===== config.mk =====
export PLATFORM = sky130hd
export DESIGN_NAME = phy_rx_stream_arbiter
export DESIGN_NICKNAME = d
export VERILOG_FILES = /design/src/rtl/pcie_phy_pkg.sv /design/src/rtl/axis_reg_slice.sv /design/src/rtl/phy_rx_stream_arbiter.sv
export SDC_FILE = /design/constraint.sdc
export NUM_CORES = 1
export LEC_CHECK = 0
export CORE_UTILIZATION = 42
export CTS_CLUSTER_SIZE = 30
export DETAILED_ROUTE_END_ITERATION = 8
export DONT_BUFFER_PORTS = 1
export GPL_TIMING_DRIVEN = 0
export PLACE_DENSITY_LB_ADDON = 0.3
export SYNTH_ARGS = -nofsm -noshare
export SYNTH_HDL_FRONTEND = slang
export SYNTH_SLANG_ARGS = --single-unit

===== constraint.sdc =====
create_clock -name clk_i -period 3 [get_ports clk_i]
set_clock_uncertainty 0.2 [all_clocks]
set_input_delay 0 -clock clk_i [delete_from_list [all_inputs] [get_ports clk_i]]
set_output_delay 0 -clock clk_i [all_outputs]
set_load 0.05 [all_outputs]

===== src/rtl/pcie_phy_pkg.sv =====
// Shared types for the PHY receive path: arbiter states, source encodings, round-robin pick.
// Optional macro PHY_RX_ARB_ABORT_EN adds the ABORT state.
package pcie_phy_pkg;

`ifdef PHY_RX_ARB_ABORT_EN
    typedef enum logic [2:0] {IDLE, GNT_DLLP, GNT_TLP, FLUSH, ABORT} arb_state_e;
`else
    typedef enum logic [1:0] {IDLE, GNT_DLLP, GNT_TLP, FLUSH} arb_state_e;
`endif

    localparam logic SRC_DLLP = 1'b0;
    localparam logic SRC_TLP  = 1'b1;

    // On a tie the source that did not win last time gets the grant
    function automatic logic rr_pick(input logic dllp_valid, input logic tlp_valid,
                                     input logic last_grant);
        if (dllp_valid && tlp_valid) return ~last_grant;
        else if (tlp_valid)          return SRC_TLP;
        else                         return SRC_DLLP;
    endfunction

endpackage


===== src/rtl/axis_reg_slice.sv =====
// Single-stage AXI-Stream register slice with source tag; clear drops the held beat.
module axis_reg_slice #(
    parameter int unsigned DATA_WIDTH = 32,
    parameter int unsigned KEEP_WIDTH = DATA_WIDTH / 8,
    parameter int unsigned USER_WIDTH = 5
) (
    input  logic                  clk_i,
    input  logic                  rst_n_i,
    input  logic                  clear,
    input  logic                  in_valid,
    input  logic [DATA_WIDTH-1:0] in_data,
    input  logic [KEEP_WIDTH-1:0] in_keep,
    input  logic                  in_last,
    input  logic [USER_WIDTH-1:0] in_user,
    input  logic                  in_src,
    output logic                  in_ready_c,
    output logic                  out_valid,
    output logic [DATA_WIDTH-1:0] out_data,
    output logic [KEEP_WIDTH-1:0] out_keep,
    output logic                  out_last,
    output logic [USER_WIDTH-1:0] out_user,
    output logic                  out_src,
    input  logic                  out_ready
);

    assign in_ready_c = !out_valid || out_ready;

    always_ff @(posedge clk_i) begin
        if (!rst_n_i) begin
            out_valid <= 1'b0;
            out_data  <= '0;
            out_keep  <= '0;
            out_last  <= 1'b0;
            out_user  <= '0;
            out_src   <= 1'b0;
        end else if (clear) begin
            out_valid <= 1'b0;
        end else if (in_ready_c) begin
            out_valid <= in_valid;
            if (in_valid) begin
                out_data <= in_data;
                out_keep <= in_keep;
                out_last <= in_last;
                out_user <= in_user;
                out_src  <= in_src;
            end
        end
    end

endmodule


===== src/rtl/phy_rx_stream_arbiter.sv =====
// Packet round-robin merge of receive DLLP and TLP streams with link-down flush.
// Optional macro PHY_RX_ARB_ABORT_EN: emit one abort beat before flushing an interrupted packet.
module phy_rx_stream_arbiter
    import pcie_phy_pkg::*;
#(
    parameter int unsigned DATA_WIDTH = 32,
    parameter int unsigned KEEP_WIDTH = DATA_WIDTH / 8,
    parameter int unsigned USER_WIDTH = 5,
    parameter int unsigned CNT_WIDTH  = 16
) (
    input  logic                  clk_i,
    input  logic                  rst_n_i,
    input  logic                  link_up_i,
    input  logic [DATA_WIDTH-1:0] s_dllp_axis_tdata,
    input  logic [KEEP_WIDTH-1:0] s_dllp_axis_tkeep,
    input  logic                  s_dllp_axis_tvalid,
    input  logic                  s_dllp_axis_tlast,
    input  logic [USER_WIDTH-1:0] s_dllp_axis_tuser,
    output logic                  s_dllp_axis_tready,
    input  logic [DATA_WIDTH-1:0] s_tlp_axis_tdata,
    input  logic [KEEP_WIDTH-1:0] s_tlp_axis_tkeep,
    input  logic                  s_tlp_axis_tvalid,
    input  logic                  s_tlp_axis_tlast,
    input  logic [USER_WIDTH-1:0] s_tlp_axis_tuser,
    output logic                  s_tlp_axis_tready,
    output logic [DATA_WIDTH-1:0] m_axis_tdata,
    output logic [KEEP_WIDTH-1:0] m_axis_tkeep,
    output logic                  m_axis_tvalid,
    output logic                  m_axis_tlast,
    output logic [USER_WIDTH-1:0] m_axis_tuser,
    output logic                  m_axis_src_o,
    input  logic                  m_axis_tready,
    output logic [CNT_WIDTH-1:0]  dllp_count_o,
    output logic [CNT_WIDTH-1:0]  tlp_count_o
);

    arb_state_e            state_q, state_d;
    logic                  last_grant_q;
    logic                  out_ready_c;
    logic                  sel_dllp, sel_tlp, flush_rdy;
    logic                  acc_dllp, acc_tlp;
    logic                  ld_valid, ld_last, ld_src;
    logic [DATA_WIDTH-1:0] ld_data;
    logic [KEEP_WIDTH-1:0] ld_keep;
    logic [USER_WIDTH-1:0] ld_user;
    logic                  flush_c;
`ifdef PHY_RX_ARB_ABORT_EN
    logic                  abort_sent_q, abort_src_q, abort_ld;
`endif

    // State register plus the round-robin memory
    always_ff @(posedge clk_i) begin
        if (!rst_n_i) begin
            state_q      <= IDLE;
            last_grant_q <= SRC_TLP;
        end else begin
            state_q <= state_d;
            if (state_q == IDLE && (acc_dllp || acc_tlp))
                last_grant_q <= acc_tlp;
        end
    end

    always_ff @(posedge clk_i) begin
        if (!rst_n_i) begin
            dllp_count_o <= '0;
            tlp_count_o  <= '0;
        end else begin
            if (acc_dllp && s_dllp_axis_tlast) dllp_count_o <= dllp_count_o + CNT_WIDTH'(1);
            if (acc_tlp && s_tlp_axis_tlast)   tlp_count_o  <= tlp_count_o + CNT_WIDTH'(1);
        end
    end

`ifdef PHY_RX_ARB_ABORT_EN
    // Abort bookkeeping: remember the interrupted source and whether its abort beat is loaded
    always_ff @(posedge clk_i) begin
        if (!rst_n_i) begin
            abort_sent_q <= 1'b0;
            abort_src_q  <= SRC_DLLP;
        end else if (state_q != ABORT) begin
            abort_sent_q <= 1'b0;
            abort_src_q  <= (state_q == GNT_TLP);
        end else if (abort_ld) begin
            abort_sent_q <= 1'b1;
        end
    end
`endif

    always_comb begin
        state_d = state_q;
        case (state_q)
            IDLE: begin
                if (!link_up_i)                          state_d = FLUSH;
                else if (acc_dllp && !s_dllp_axis_tlast) state_d = GNT_DLLP;
                else if (acc_tlp && !s_tlp_axis_tlast)   state_d = GNT_TLP;
            end
            GNT_DLLP, GNT_TLP: begin
                if (!link_up_i) begin
`ifdef PHY_RX_ARB_ABORT_EN
                    state_d = ABORT;
`else
                    state_d = FLUSH;
`endif
                end else if ((acc_dllp && s_dllp_axis_tlast) || (acc_tlp && s_tlp_axis_tlast)) begin
                    state_d = IDLE;
                end
            end
            FLUSH: if (link_up_i) state_d = IDLE;
`ifdef PHY_RX_ARB_ABORT_EN
            ABORT: if (abort_sent_q && m_axis_tvalid && m_axis_tready) state_d = FLUSH;
`endif
            default: state_d = IDLE;
        endcase
    end

    // Grant, ready and load mux for the output slice
    always_comb begin
        sel_dllp  = 1'b0;
        sel_tlp   = 1'b0;
        flush_rdy = 1'b0;
`ifdef PHY_RX_ARB_ABORT_EN
        abort_ld  = 1'b0;
`endif
        case (state_q)
            IDLE: begin
                if (link_up_i && (s_dllp_axis_tvalid || s_tlp_axis_tvalid)) begin
                    if (rr_pick(s_dllp_axis_tvalid, s_tlp_axis_tvalid, last_grant_q) == SRC_TLP)
                        sel_tlp = 1'b1;
                    else
                        sel_dllp = 1'b1;
                end
            end
            GNT_DLLP: sel_dllp  = link_up_i;
            GNT_TLP:  sel_tlp   = link_up_i;
            FLUSH:    flush_rdy = 1'b1;
`ifdef PHY_RX_ARB_ABORT_EN
            ABORT:    abort_ld  = !abort_sent_q && out_ready_c;
`endif
            default: ;
        endcase

        s_dllp_axis_tready = rst_n_i && (flush_rdy || (sel_dllp && out_ready_c));
        s_tlp_axis_tready  = rst_n_i && (flush_rdy || (sel_tlp && out_ready_c));
        acc_dllp = sel_dllp && s_dllp_axis_tvalid && out_ready_c;
        acc_tlp  = sel_tlp && s_tlp_axis_tvalid && out_ready_c;

        ld_valid = acc_dllp || acc_tlp;
        ld_src   = sel_tlp;
        ld_data  = sel_tlp ? s_tlp_axis_tdata : s_dllp_axis_tdata;
        ld_keep  = sel_tlp ? s_tlp_axis_tkeep : s_dllp_axis_tkeep;
        ld_last  = sel_tlp ? s_tlp_axis_tlast : s_dllp_axis_tlast;
        ld_user  = sel_tlp ? s_tlp_axis_tuser : s_dllp_axis_tuser;
`ifdef PHY_RX_ARB_ABORT_EN
        if (state_q == ABORT) begin
            ld_valid = abort_ld;
            ld_src   = abort_src_q;
            ld_data  = '0;
            ld_keep  = '0;
            ld_last  = 1'b1;
            ld_user  = USER_WIDTH'(1);
        end
`endif
    end

    assign flush_c = (state_d == FLUSH);

    axis_reg_slice #(
        .DATA_WIDTH(DATA_WIDTH),
        .KEEP_WIDTH(KEEP_WIDTH),
        .USER_WIDTH(USER_WIDTH)
    ) u_out_slice (
        .clk_i      (clk_i),
        .rst_n_i    (rst_n_i),
        .clear      (flush_c),
        .in_valid   (ld_valid),
        .in_data    (ld_data),
        .in_keep    (ld_keep),
        .in_last    (ld_last),
        .in_user    (ld_user),
        .in_src     (ld_src),
        .in_ready_c (out_ready_c),
        .out_valid  (m_axis_tvalid),
        .out_data   (m_axis_tdata),
        .out_keep   (m_axis_tkeep),
        .out_last   (m_axis_tlast),
        .out_user   (m_axis_tuser),
        .out_src    (m_axis_src_o),
        .out_ready  (m_axis_tready)
    );

endmodule


==> results of run 1 <==
==> placed cells by master, fill, tap and decap left out, types with 5 or more instances in the layout <==
cell type        n
nor2_1          34
mux2_2          42
xor2_1          14
dfxtp_1         79
and2_1           5
nand2_1        100
dlygate4sd3_1   94
nand4_1          9
xnor2_1         11
nand3_1         10
a21oi_1         11
clkbuf_8        10
inv_1            7
clkbuf_1        14
mux2i_1         45
ha_1             6
o21ai_0          7
and3_1           6
or3_1            6
==> final cells by class <==
class | instances | area (um^2)
Fill cell | 801 | 3920
Multi-Input combinational cell | 338 | 2310
Sequential cell | 79 | 1580
Timing Repair Buffer | 95 | 948
Buffer | 24 | 171
Tap cell | 129 | 161
Clock buffer | 10 | 138
Clock inverter | 6 | 68.8
Inverter | 8 | 30.0
Antenna cell | 1 | 2.50
==> sequential cells by signal (all words and copies together), names as in the netlist <==
signal / flops
u_out_slice.out_data: 32
u_out_slice.out_src: 1
tlp_count_o: 16
u_out_slice.out_valid: 1
state_q: 2
u_out_slice.out_last: 1
u_out_slice.out_user: 5
u_out_slice.out_keep: 4
last_grant_q: 1
dllp_count_o: 16
==> how the worst max path moves through the flow <==
stage | cells past startpoint | to | slack [ps]
6_report | 9 | u_out_slice.out_data[5] | 200
3_3_place_gp | 8 | s_tlp_axis_tready | 50
3_5_place_dp | 8 | s_tlp_axis_tready | 40
4_1_cts | 10 | u_out_slice.out_data[23] | 60
2_1_floorplan | 10 | u_out_slice.out_data[0] | 490
5_1_grt | 10 | u_out_slice.out_keep[2] | 30
==> power by group <==
part | internal [mW] | leakage (nW) | switching (mW)
combinational | 0.622 | 1.54 | 0.587
sequential | 1.20 | 0.641 | 0.622
clock | 0.412 | 0.103 | 0.420
==> cells by family (layout without fill, tap and decap cells) <==
logic type,Yosys count,in the layout,share of synthesized area
other cells,0,1,0
simple gates,187,187,0.205
flops,79,79,0.388
mux,87,87,0.227
fa+ha+maj,6,6,0.0184
buf+inv,32,143,0.0495
compound gates,33,33,0.0581
xor+xnor,25,25,0.0538
==> tightest hold or removal path, delay by kind of cell <==
kind / cells / cell delay, ps
compound gates: 3 / 290
buf+inv: 1 / 170
mux: 1 / 80
==> what timing repair did <==
action / CTS / global route
resized for setup: 2 / 3
hold buffers: 91 / 3
setup endpoints to repair: 1 / 42
pin swaps: 0 / 1
buffers inserted: 0 / 1
hold endpoints to repair: 77 / 6
==> per-layer routing <==
| metal | vias to the layer above | global-route usage | wire length [um] |
|---|---|---|---|
| met4 | 0 | 0.130 | 459 |
| met1 | 1711 | 0.246 | 4530 |
| met2 | 139 | 0.393 | 5770 |
| li1 | 1750 | - | - |
| met5 | - | 0 | 0 |
| met3 | 40 | 0.0541 | 689 |
==> flow_metrics.py, run 1 <==
metrics = {
    "status": {
        "outcome": "finished clean",
    },
    "logic_synthesis": {
        "synth_top_cells_by_count": "nand2_1 (100), dfxtp_1 (79), mux2i_1 (45)",
        "yosysTopAreaCellShare": 0.388,
        "ys_ff_latch": 79,
        "synth_edf_count": 0,
        "syn_inst": 449,
        "ys_seq_area_frac": 0.388,
        "yosysWarnings": 0,
        "yosysMostFrequentCell": "nand2_1",
        "postSynthAreaPerCell_um2": 9.07,
        "ys.flop_type": "dfxtp_1",
        "synthTopCellsByArea": "dfxtp_1 (39%), mux2_2 (12%), mux2i_1 (11%)",
        "synth_area_um2": 4070,
        "postSynth.asyncResetShare": 0,
        "synth_top_area_cell": "dfxtp_1",
        "syn-num-nets": 545,
        "synth.distinct_cells": 45,
    },
    "setup_path": {
        "crit_buf_inv": 2,
        "path_cells": "inv_1 -> ha_1 -> a21boi_2 -> a21oi_1 -> nor2_2 -> mux2_2 -> dlygate4sd3_1 -> nand2_1 -> mux2i_1",
        "max_stage_delay_ps": 560,
        "critPathKind": "reg -> reg",
        "crit_required_ps": 3040,
        "crit_slowest_cell": "dlygate4sd3_1",
        "r2r-end": "u_out_slice.out_data[5]",
        "crit_path_max_fanout": 9,
        "cp_data_arrival_time_ps": 2840,
        "crit_path_end_kind": "register",
        "rrSetupSlack_ps": 200,
        "reg2reg_depth": 9,
        "path_delay_family": "buffers and inverters",
        "critPathLaunchType": "register",
        "crit_start": "state_q[1]",
        "rr_startpoint": "state_q[1]",
    },
    "sta": {
        "whs_ps": 51.9,
        "slew_headroom": 0.378,
        "worstMarginPinSlew_ps": 929,
        "slew_violations": 0,
        "period_share": 0.933,
        "rsz0062_at_grt": "false",
        "fmax_mhz": 357,
        "fin_ws_ps": 201,
        "finalHoldViolations": 0,
        "finalSetupTns_ps": 0,
        "setup_viol": 0,
        "fin_crit_ps": 2800,
    },
    "route": {
        "viasPerCell": 5.28,
        "first_pass_iters": 4,
        "wl_per_cell_um": 16.6,
        "drtIter0Drc": 102,
        "ant_nets": 0,
        "vias": 3640,
        "drc": 0,
        "wl_um": 11500,
    },
    "die": {
        "chipHeight_um": 100,
        "row_count": 35,
        "start_util": 0.437,
        "pin_count": 168,
        "fp.dieW_um": 100,
        "core_area_um2": 9330,
        "die_area_um2": 10100,
    },
    "power_and_ir_drop": {
        "leakagePower_nw": 2.28,
        "p_total_mw": 3.87,
        "power-per-cell-area_nw_per_um2": 715,
        "max-vdd-ir-drop_v": 0.000393,
    },
    "global_route": {
        "grt_overflow_total": 0,
        "first_global_vias": 3716,
        "antenna_found_initial": 1,
        "grt_pass1_wl_um": 17700,
        "track_usage": 0.224,
        "grt_max_degree": 15,
    },
    "finish": {
        "fin_nets": 651,
        "final_core_util": 0.580,
        "drive_gt1_frac": 0.141,
        "areaGrowthSynthToFinish_pct": 32.8,
        "fin_area_um2": 5410,
        "fin_cells": 690,
    },
    "placed_design": {
        "post-dp-hpwl_um": 6820,
        "portBuffers": 0,
        "place_ws_ps": 39.7,
        "gp_congestion": 0.810,
        "placed_area_um2": 4230,
        "post-place-cells": 578,
    },
    "worst_hold_path": {
        "hold_start": "s_tlp_axis_tvalid",
        "min_path_cells": 5,
        "min_path_type": "in -> reg",
        "min_to": "u_out_slice.out_data[5]",
    },
    "clocking": {
        "clock_sinks": 79,
        "cts_tree": "yes",
        "clk_path_buf_depth": 2,
        "htree_levels": 3,
        "clk_latency_ps": 340,
        "numCtsBuffers": 9,
        "path_clk_slew_ps": 90,
        "root_buffer": "clkbuf_8",
    },
    "job": {
        "maxCapViolations": 0,
    },
}
Note: power is estimated with default switching activity, not from simulation.
==> run 2: changes to the inputs <==
==> constraint.sdc (replaced) <==
create_clock -name clk_i -period 3 [get_ports clk_i]
set_clock_uncertainty 0.2 [all_clocks]
set_input_delay 0.75 -clock clk_i [delete_from_list [all_inputs] [get_ports clk_i]]
set_output_delay 0.75 -clock clk_i [all_outputs]
set_load 0.05 [all_outputs]
==> flow_metrics.py, run 2 (synthesis gave the netlist of run 1 again) <==
metrics = {
    "status": {
        "outcome": "finished clean",
    },
    "sta": {
        "rsz0062_at_grt": "true",
        "finalSetupTns_ps": 0,
        "slew_headroom": 0.532,
        "worstMarginPinSlew_ps": 701,
        "slew_violations": 0,
        "fmax_mhz": 345,
        "fin_crit_ps": 2900,
        "finalHoldViolations": 0,
        "whs_ps": 421,
        "period_share": 0.965,
        "setup_viol": 0,
    },
    "setup_path": {
        "crit_path_end_kind": "output port",
        "crit_path_max_fanout": 10,
        "critPathKind": "reg -> out",
        "cp_data_arrival_time_ps": 1950,
        "critPathLaunchType": "register",
        "crit_required_ps": 2050,
    },
    "finish": {
        "top_regs": "u_out_slice.out_data: 32 flops, dllp_count_o: 16 flops, tlp_count_o: 16 flops",
        "largest_reg_flops": 32,
        "final_cell_mix": "nand2_1 (100), dfxtp_1 (78), mux2i_1 (45)",
        "top_register": "u_out_slice.out_data",
        "drive_gt1_frac": 0.183,
        "final_common_cell": "nand2_1",
        "areaGrowthSynthToFinish_pct": 10.9,
        "n_antenna_cell": 0,
        "fin_nets": 560,
    },
    "die": {
        "fp.dieW_um": 100,
        "row_count": 35,
        "start_util": 0.437,
        "pin_count": 168,
        "die_area_um2": 10100,
        "chipHeight_um": 100,
        "core_area_um2": 9330,
    },
    "route": {
        "ant_nets": 0,
        "highest_layer": "met4",
        "wl_um": 9400,
        "drtIter0Drc": 76,
        "viasPerCell": 5.30,
        "wl_met2_um": 4670,
        "drt-met1-wl_um": 4170,
        "wl_met3_um": 458,
        "first_pass_iters": 4,
        "drc": 0,
        "wl_per_cell_um": 15.7,
        "vias": 3169,
    },
    "clocking": {
        "cts_tree": "yes",
        "path_clk_slew_ps": 90,
        "clk_path_buf_depth": 2,
        "root_buffer": "clkbuf_8",
        "hold_buffers": 0,
        "htree_levels": 3,
        "clk_latency_ps": 350,
        "numCtsBuffers": 9,
        "clock_sinks": 79,
    },
    "power_and_ir_drop": {
        "power-per-cell-area_nw_per_um2": 821,
        "leakagePower_nw": 1.90,
        "p_total_mw": 3.71,
        "max-vdd-ir-drop_v": 0.000303,
    },
    "placed_design": {
        "portBuffers": 0,
        "gp_congestion": 0.810,
        "post-dp-hpwl_um": 6960,
    },
    "global_route": {
        "antenna_found_initial": 0,
        "first_global_vias": 2987,
        "grt_overflow_total": 0,
        "track_usage": 0.180,
        "grt_max_degree": 15,
        "grt_pass1_wl_um": 14300,
    },
    "job": {
        "maxCapViolations": 0,
    },
    "worst_hold_path": {
        "min_path_type": "reg -> reg",
    },
}
[run 2: cell count changes in the layout (fill, tap and decap cells not counted), sizes merged]
cell | previous run | this run
dlygate4sd3 | 94 | 0
buf | 11 | 14
bufinv | 1 | 0
clkbuf | 24 | 25
clkinv | 3 | 2
clkinvlp | 1 | 2
diode | 1 | 0
[run 2: timing repair]
| action | CTS | global route |
|---|---|---|
| endpoints found under the setup margin | 2 | 42 |
| hold endpoints to repair | 0 | 0 |
| resized for setup | 7 | 4 |
| pin swaps | 2 | 2 |
| setup buffers | 1 | 3 |
[run 2: layout make-up]
class | instances | area (um^2)
Clock inverter | 5 | 41.3
Inverter | 8 | 30.0
Clock buffer | 11 | 151
Timing Repair Buffer | 4 | 42.5
Fill cell | 910 | 4810
Multi-Input combinational cell | 338 | 2330
Tap cell | 129 | 161
Buffer | 24 | 178
Sequential cell | 79 | 1580
[run 2: critical path, cell delays in order (launching register included)]
cell and delay, ps:
dfxtp_1 360, inv_1 100, ha_1 170, a21boi_4 210, a21oi_2 100, nor2_4 120, buf_6 160, a21oi_2 80
nor2_4 290
[run 2: path summary, 6_finish.rpt]
kind,from,cells past startpoint,slack (ps),to
worst max register to register,state_q[0],12,230,u_out_slice.out_data[14]
worst max-delay path,state_q[0],8,100,s_tlp_axis_tready
worst min-delay path,last_grant_q,1,420,last_grant_q
worst min register to register,last_grant_q,1,420,last_grant_q
[run 2: where the power goes]
part | total, mW | switching, mW | internal (mW)
clock network | 0.766 | 0.414 | 0.352
logic | 1.12 | 0.560 | 0.558
registers | 1.82 | 0.618 | 1.21
total | 3.71 | 1.59 | 2.12
[run 2: layer usage]
metal  GRT usage  vias up
li1            -     1564
met1       0.218     1492
met2       0.308      106
met3      0.0506        7
met4      0.0535        0
met5           0        -
[run 2: through the flow]
step	cells	cell area, um^2	setup slack [ps]	utilization
after global routing	598	4520	-8.74	0.484
after CTS	595	4460	34.7	0.478
after global placement	578	4240	-441	0.455
final	598	4520	105	0.484
after floorplan	449	4080	65.8	-
after detailed placement	578	4240	-454	0.455
